[src/rtl/lock_digit_entry.sv]
// Input stage for the combination lock: synchronises the switches and the digit
// button, debounces the button and turns each press into one positioned digit strobe.
module lock_digit_entry #(
  parameter int DEBOUNCE_CYCLES = 500000,
  parameter int SEQ_LEN         = 6,
  parameter int TIMEOUT_CYCLES  = 250000000
) (
  input  logic       clk_i,
  input  logic       rst_i,
  input  logic [3:0] sw_i,
  input  logic       key_n_i,
  output logic [3:0] digit_o,
  output logic       digit_valid_o,
  output logic       digit_err_o,
  output logic [2:0] digit_pos_o,
  output logic       seq_done_o,
  output logic       abort_o,
  output logic       key_held_o
);

  localparam int CntW = ($clog2(DEBOUNCE_CYCLES) > 0) ? $clog2(DEBOUNCE_CYCLES) : 1;
  localparam int TmrW = ($clog2(TIMEOUT_CYCLES) > 0) ? $clog2(TIMEOUT_CYCLES) : 1;
  localparam logic [CntW-1:0] CntLast = CntW'(DEBOUNCE_CYCLES - 1);
  localparam logic [TmrW-1:0] TmrLast = TmrW'(TIMEOUT_CYCLES - 1);
  localparam logic [2:0]      PosLast = 3'(SEQ_LEN - 1);

  typedef enum logic [1:0] {IDLE, PRESS_WAIT, PRESSED, RELEASE_WAIT} state_t;

  logic            keySync1_q, keySync2_q;
  logic [3:0]      swSync1_q, swSync2_q;
  state_t          state_q, state_d;
  logic [CntW-1:0] count_q, count_d;
  logic [2:0]      posCnt_q, posCnt_d;
  logic [TmrW-1:0] timer_q, timer_d;
  logic            accept, timeout;
  logic [3:0]      digit_q;
  logic            digitValid_q, digitErr_q, seqDone_q, abort_q;
  logic [2:0]      digitPos_q;

  // The key flops preset to released so a key held through reset reads as a fresh press.
  always_ff @(posedge clk_i) begin
    if (rst_i) begin
      keySync1_q <= 1'b1;
      keySync2_q <= 1'b1;
      swSync1_q  <= '0;
      swSync2_q  <= '0;
    end else begin
      keySync1_q <= key_n_i;
      keySync2_q <= keySync1_q;
      swSync1_q  <= sw_i;
      swSync2_q  <= swSync1_q;
    end
  end

  always_ff @(posedge clk_i) begin
    if (rst_i) begin
      state_q  <= IDLE;
      count_q  <= '0;
      posCnt_q <= '0;
      timer_q  <= '0;
    end else begin
      state_q  <= state_d;
      count_q  <= count_d;
      posCnt_q <= posCnt_d;
      timer_q  <= timer_d;
    end
  end

  always_comb begin
    state_d = state_q;
    count_d = count_q;
    accept  = 1'b0;
    case (state_q)
      IDLE: begin
        if (!keySync2_q) begin
          state_d = PRESS_WAIT;
          count_d = '0;
        end
      end
      PRESS_WAIT: begin
        if (keySync2_q) begin
          state_d = IDLE;
          count_d = '0;
        end else if (count_q == CntLast) begin
          state_d = PRESSED;
          count_d = '0;
          accept  = 1'b1;
        end else begin
          count_d = count_q + CntW'(1);
        end
      end
      PRESSED: begin
        if (keySync2_q) begin
          state_d = RELEASE_WAIT;
          count_d = '0;
        end
      end
      RELEASE_WAIT: begin
        if (!keySync2_q) begin
          state_d = PRESSED;
          count_d = '0;
        end else if (count_q == CntLast) begin
          state_d = IDLE;
          count_d = '0;
        end else begin
          count_d = count_q + CntW'(1);
        end
      end
      default: begin
        state_d = IDLE;
        count_d = '0;
      end
    endcase
  end

  // An accept on the timeout edge takes priority, so the entry is never aborted under a new digit.
  always_comb begin
    posCnt_d = posCnt_q;
    timer_d  = timer_q;
    timeout  = 1'b0;
    if (accept) begin
      timer_d  = '0;
      posCnt_d = (posCnt_q == PosLast) ? 3'd0 : posCnt_q + 3'd1;
    end else if (posCnt_q != 3'd0) begin
      if (timer_q == TmrLast) begin
        timeout  = 1'b1;
        posCnt_d = 3'd0;
        timer_d  = '0;
      end else begin
        timer_d = timer_q + TmrW'(1);
      end
    end else begin
      timer_d = '0;
    end
  end

  always_ff @(posedge clk_i) begin
    if (rst_i) begin
      digit_q      <= '0;
      digitValid_q <= 1'b0;
      digitErr_q   <= 1'b0;
      digitPos_q   <= '0;
      seqDone_q    <= 1'b0;
      abort_q      <= 1'b0;
    end else begin
      digitValid_q <= accept;
      seqDone_q    <= accept && (posCnt_q == PosLast);
      abort_q      <= timeout;
      if (accept) begin
        digit_q    <= swSync2_q;
        digitErr_q <= (swSync2_q > 4'd9);
        digitPos_q <= posCnt_q;
      end
    end
  end

  assign digit_o       = digit_q;
  assign digit_valid_o = digitValid_q;
  assign digit_err_o   = digitErr_q;
  assign digit_pos_o   = digitPos_q;
  assign seq_done_o    = seqDone_q;
  assign abort_o       = abort_q;
  assign key_held_o    = (state_q == PRESSED) || (state_q == RELEASE_WAIT);

endmodule

[config.mk]
export PLATFORM = sky130hd
export DESIGN_NAME = lock_digit_entry
export DESIGN_NICKNAME = d
export VERILOG_FILES = /design/src/rtl/lock_digit_entry.sv
export SDC_FILE = /design/constraint.sdc
export NUM_CORES = 1
export LEC_CHECK = 0
export CORE_MARGIN = 5
export CORE_UTILIZATION = 44
export CTS_BUF_LIST = sky130_fd_sc_hd__clkbuf_4
export CTS_CLUSTER_DIAMETER = 50
export DETAILED_ROUTE_END_ITERATION = 10
export GPL_ROUTABILITY_DRIVEN = 0
export MAX_ROUTING_LAYER = met4
export PLACE_DENSITY_LB_ADDON = 0.05
export SETUP_SLACK_MARGIN = 0.4
export SLEW_MARGIN = 20
export SYNTH_ARGS = -nofsm -noshare
export SYNTH_HDL_FRONTEND = slang
export SYNTH_SLANG_ARGS = --single-unit
[constraint.sdc]
create_clock -name clk_i -period 4.41 [get_ports clk_i]
set_clock_uncertainty 0.15 [all_clocks]
set_input_delay 0.882 -clock clk_i [delete_from_list [all_inputs] [get_ports clk_i]]
set_output_delay 0.882 -clock clk_i [all_outputs]
set_load 0.05 [all_outputs]
=== Yosys cells after proc, flatten, opt, wreduce, memory -nomap -nowiden ===
Cells that the tools add are included.

* Bits in registers: 73
* Bits of input ports: 7
* Output and inout bits: 12
* Logic and storage cells: 61

* Add/subtract/negate cells: 3
* $lt $le $gt $ge: 1
* Equal/unequal tests: 10
* Muxes and demuxes: 21
* Bitwise logic cells: 1
* Reductions and logical operators: 11

{| class="wikitable"
|+ Operators by type and width
! operator !! number
|-
| two-way mux 19 bit || 5
|-
| one-hot mux 19 bit (4 select lines) || 1
|-
| adder 28 x 1 -> 28 bit (second input constant) || 1
|-
| equality test 28 bit (second input constant) || 1
|-
| adder 19 x 1 -> 19 bit (second input constant) || 1
|-
| equality test 19 bit (second input constant) || 1
|-
| two-way mux 2 bit || 6
|-
| two-way mux 3 bit || 4
|-
| one-hot mux 2 bit (4 select lines) || 1
|-
| != test 3 bit (second input constant) || 2
|-
| equality test 2 bit (second input constant) || 2
|-
| > comparator 4 bit (second input constant) || 1
|-
| two-way mux 1 bit || 4
|-
| != test 2 bit (second input constant) || 2
|-
| AND reduction 2 bit || 2
|-
| AND reduction 4 bit || 1
|-
| nonzero test 2 bit || 2
|-
| OR reduction 4 bit || 1
|-
| adder 3 x 1 -> 3 bit (second input constant) || 1
|-
| equality test 3 bit (second input constant) || 1
|-
| nonzero test 3 bit || 1
|-
| OR reduction 3 bit || 1
|-
| equality test 2 x 1 -> 1 bit (second input constant) || 1
|-
| logical NOT 2 bit || 1
|-
| 3 further kinds || 3
|}

=== Longest topological paths before layout ===
* Depth in word-level cells: 6
* Mapped depth: 8
* Depth with buffers taken out: 6

=== Worst setup path before layout ===
OpenSTA, ideal clock, no wires.

* Path kind: reg2reg
* Start point: register count_q[7]
* End point: register timer_q[26]
* Library setup time: 115 ps
* Arrival time: 1971 ps
* Data required time: 4145 ps
* Setup slack: 2175 ps
* Cell stages (with the launch flop): 8
* Path buffers: 2
* Period minus slack after synthesis: 2235 ps
* Path through: dfxtp_1 buf_6 or4b_4 nor4b_4 nand4_2 nand3_4 buf_6 nor2_1

* Word-level cells in the longest chain between the ends: 5

{| class="wikitable"
|+ RTL lines
! element !! line !! text
|-
| start: declaration || 32 || <nowiki>logic [CntW-1:0] count_q, count_d;</nowiki>
|-
| start signal: assignment || 63 || <nowiki>count_q <= count_d;</nowiki>
|-
| equality test 19 bit || 84 || <nowiki>end else if (count_q == CntLast) begin</nowiki>
|-
| two-way mux 1 bit || 84 ||
|-
| two-way mux 1 bit || 81 || <nowiki>if (keySync2_q) begin</nowiki>
|-
| two-way mux 1 bit || 73 || <nowiki>case (state_q)</nowiki>
|-
| OR reduction 4 bit (no source line) || -- ||
|-
| end signal: assignment || 65 || <nowiki>timer_q <= timer_d;</nowiki>
|-
| end: declaration || 34 || <nowiki>logic [TmrW-1:0] timer_q, timer_d;</nowiki>
|}

Every way passes these cells.
A chain may end at the register's enable or synchronous reset.

==> impl_metrics.env <==
export IMPL_syn_num_nets=376
export IMPL_design_area_um2=3550
export IMPL_vias=2541
export IMPL_drt_iter0_markers=142
export IMPL_dp_hpwl_um=4200
export IMPL_critical_path_max_stage_delay_ns=0.83
export IMPL_r2r_cells=5
export IMPL_crit_arrival_ns=1.63
export IMPL_synth_distinct_cells=43
export IMPL_wl_per_cell_um=12.9
export IMPL_grt_pass1_wl_um=10800
export IMPL_ys_top_cells_by_count="73 x dfxtp_1, 45 x nand2_1, 42 x nor2_1"
export IMPL_path_max_fanout=4
export IMPL_h_tree_depth=3
export IMPL_crit_path_start_kind="register"
export IMPL_portBuffers=18
export IMPL_fin_cells=486
export IMPL_postCtsSetupRepairBufs=0
export IMPL_power_density_nw_per_um2=304
export IMPL_viasPerCell=5.23
export IMPL_tritoncts="yes"
export IMPL_rrSetupSlack_ns=1.78
export IMPL_synth_cell_area_um2=3190
export IMPL_yosys_warnings=0
export IMPL_timing_final_ws_setup_ns=1.74
export IMPL_synthDominantCellAreaShare_pct=45.8
export IMPL_post_route_util_pct=49.7
export IMPL_drc=0
export IMPL_synth_edff_count=0
export IMPL_r2r_start="count_q[7]"
export IMPL_drive_gt1_share_pct=6.46
export IMPL_start_util_pct=44.7
export IMPL_die_area_um2=9050
export IMPL_worstSetupPathType="reg2out"
export IMPL_relSlewSlack_pct=59.7
export IMPL_slew_viol_final=0
export IMPL_cap_violations=0
export IMPL_fin_nets=392
export IMPL_cts_buffers_inserted=9
export IMPL_grt_usage_pct=15.5
export IMPL_hold_depth=1
export IMPL_worstHoldStart="keySync1_q"
export IMPL_crit_chain="clkdlybuf4s50_1"
export IMPL_grt_pass1_vias=2292
export IMPL_clk_path_buf_depth=2
export IMPL_post_cts_resize_count=0
export IMPL_critPathCaptureType="primary output"
export IMPL_area_growth_pct=11.2
export IMPL_fin_crit_sh_pct=60.5
export IMPL_tns_ns=0
export IMPL_hold_path_class="reg2reg"
export IMPL_hold_buffers=0
export IMPL_max_freq_ghz=0.375
export IMPL_irDropWorstVdd_mv=0.139
export IMPL_antenna_found_initial=0
export IMPL_worst_path_buf_inv=1
export IMPL_drt_total_wl_um=6250
export IMPL_dp_cells=471
export IMPL_insertion_delay_ns=0.41
export IMPL_ant_nets=0
export IMPL_synthTopCellsByArea="dfxtp_1 46%, nand2_1 5.3%, nor2_1 4.9%, xnor2_1 4.9%, xor2_1 4.4%"
export IMPL_p_leak_nw=1.09
export IMPL_place_ws_ns=1.52
export IMPL_synthesis_area_per_instance_um2=8.69
export IMPL_outcome="finished clean"
export IMPL_hold_end="keySync2_q"
export IMPL_period_needed_ns=2.67
export IMPL_hold_violations=0
export IMPL_overflow=0
export IMPL_grt_max_degree=29
export IMPL_first_pass_iters=5
export IMPL_synth_seq_cells=73
export IMPL_yosysTopAreaCell="dfxtp_1"
export IMPL_ios=19
export IMPL_diodes=0
export IMPL_reg2reg_to="timer_q[20]"
export IMPL_rsz0062_at_grt="false"
export IMPL_die_y_um=95.1
export IMPL_worst_pin_slew_ns=0.602
export IMPL_crit_slowest_cell="clkdlybuf4s50_1"
export IMPL_ys_flop_type="dfxtp_1"
export IMPL_place_area_um2=3420
export IMPL_netlist_instances=367
export IMPL_clkSinkCount=73
export IMPL_clockRootBuffer="clkbuf_4"
export IMPL_crit_required_ns=3.38
export IMPL_fp_row_count=31
export IMPL_die_x_um=95.1
export IMPL_core_um2=7140
export IMPL_cp_top_family="buffers and inverters"
export IMPL_ys_seq_area_share_pct=45.8
export IMPL_post_synth_top_count_cell="dfxtp_1"
export IMPL_async_flop_share_pct=0
export IMPL_cts_clk_slew_worst_paths_ns=0.11
export IMPL_setup_violations=0
state kept, by name, summed over array words and instances, names as in the netlist, 3 cells and up, named ones only:
name	count
digit_pos_o	3
swSync2_q	4
digit_o	4
count_q	19
posCnt_q	3
timer_q	28
swSync1_q	4
layer usage:
layer / wire length (um) / share of wire [%] / global-route usage (%) / up-vias
li1: - / - / - / 1316
met1: 3340 / 53 / 22.3 / 1175
met2: 2650 / 42 / 20.8 / 41
met3: 162 / 2.6 / 3.00 / 9
met4: 99 / 1.6 / 6.85 / 0
met5: 0 / 0 / - / -
report_power, final:
group	leakage (nW)	internal (W)	switching, W
logic	0.431	0.00000923	0.0000109
clock network	0.0711	0.000171	0.000220
registers	0.590	0.000664	0.00000185
total	1.09	0.000844	0.000233
worst max path at each step:
stage / slack [ns] / to / cells after the start / from
2_1_floorplan: 2.17 / timer_q[26] / 7 / count_q[7]
3_3_place_gp: 1.52 / count_q[8] / 4 / rst_i
3_5_place_dp: 1.52 / count_q[8] / 4 / rst_i
4_1_cts: 1.70 / key_held_o / 1 / register
5_1_grt: 1.61 / timer_q[8] / 5 / count_q[7]
6_report: 1.74 / key_held_o / 1 / register
area by class of cell:
cell class	instances	area, um2
Multi-Input combinational cell	274	1630
Sequential cell	73	1460
Clock buffer	10	75.1
Timing Repair Buffer	20	195
Tap cell	99	124
Clock inverter	5	47.5
Inverter	5	18.8
Fill cell	730	3590
through the flow:
step	power, W	hold slack (ns)
2_1_floorplan	0.000692	0.239
3_3_place_gp	0.000701	0.246
3_5_place_dp	0.000701	0.245
4_1_cts	0.00110	0.284
5_1_grt	0.00112	0.307
6_report	0.00108	0.274
cells by family (layout without fill, tap and decap cells):
group / Yosys count / after routing / synth area share, %
AO/OA/AOI/OAI: 45 / 45 / 7.81
XOR/XNOR: 34 / 34 / 9.34
adder cells (fa/ha/maj): 2 / 2 / 0.784
buffers and inverters: 20 / 40 / 3.37
flip-flops: 73 / 73 / 45.8
multiplexers: 1 / 1 / 0.314
AND/OR/NAND/NOR: 192 / 192 / 32.6
layout by cell type (no fill, tap or decap), types with 2 or more instances in the layout:
| cell | n |
|---|---|
| or4_1 | 4 |
| o21ai_0 | 11 |
| or3_1 | 3 |
| buf_4 | 2 |
| or2_2 | 3 |
| nor2_1 | 42 |
| and2_1 | 5 |
| o211ai_1 | 2 |
| clkdlybuf4s50_1 | 18 |
| clkbuf_4 | 10 |
| nand2b_1 | 3 |
| nor2b_1 | 8 |
| nand4_1 | 14 |
| a21oi_1 | 19 |
| clkinv_1 | 2 |
| dfxtp_1 | 73 |
| nand3b_1 | 2 |
| a31oi_1 | 10 |
| and4_1 | 5 |
| and3_1 | 8 |
| nand2_1 | 45 |
| nor3_1 | 6 |
| ha_1 | 2 |
| xnor2_1 | 18 |
| nor4_1 | 7 |
| inv_1 | 5 |
| nand3_1 | 25 |
| clkinv_2 | 2 |
| xor2_1 | 16 |
Note: power is estimated with default switching activity, not from simulation.
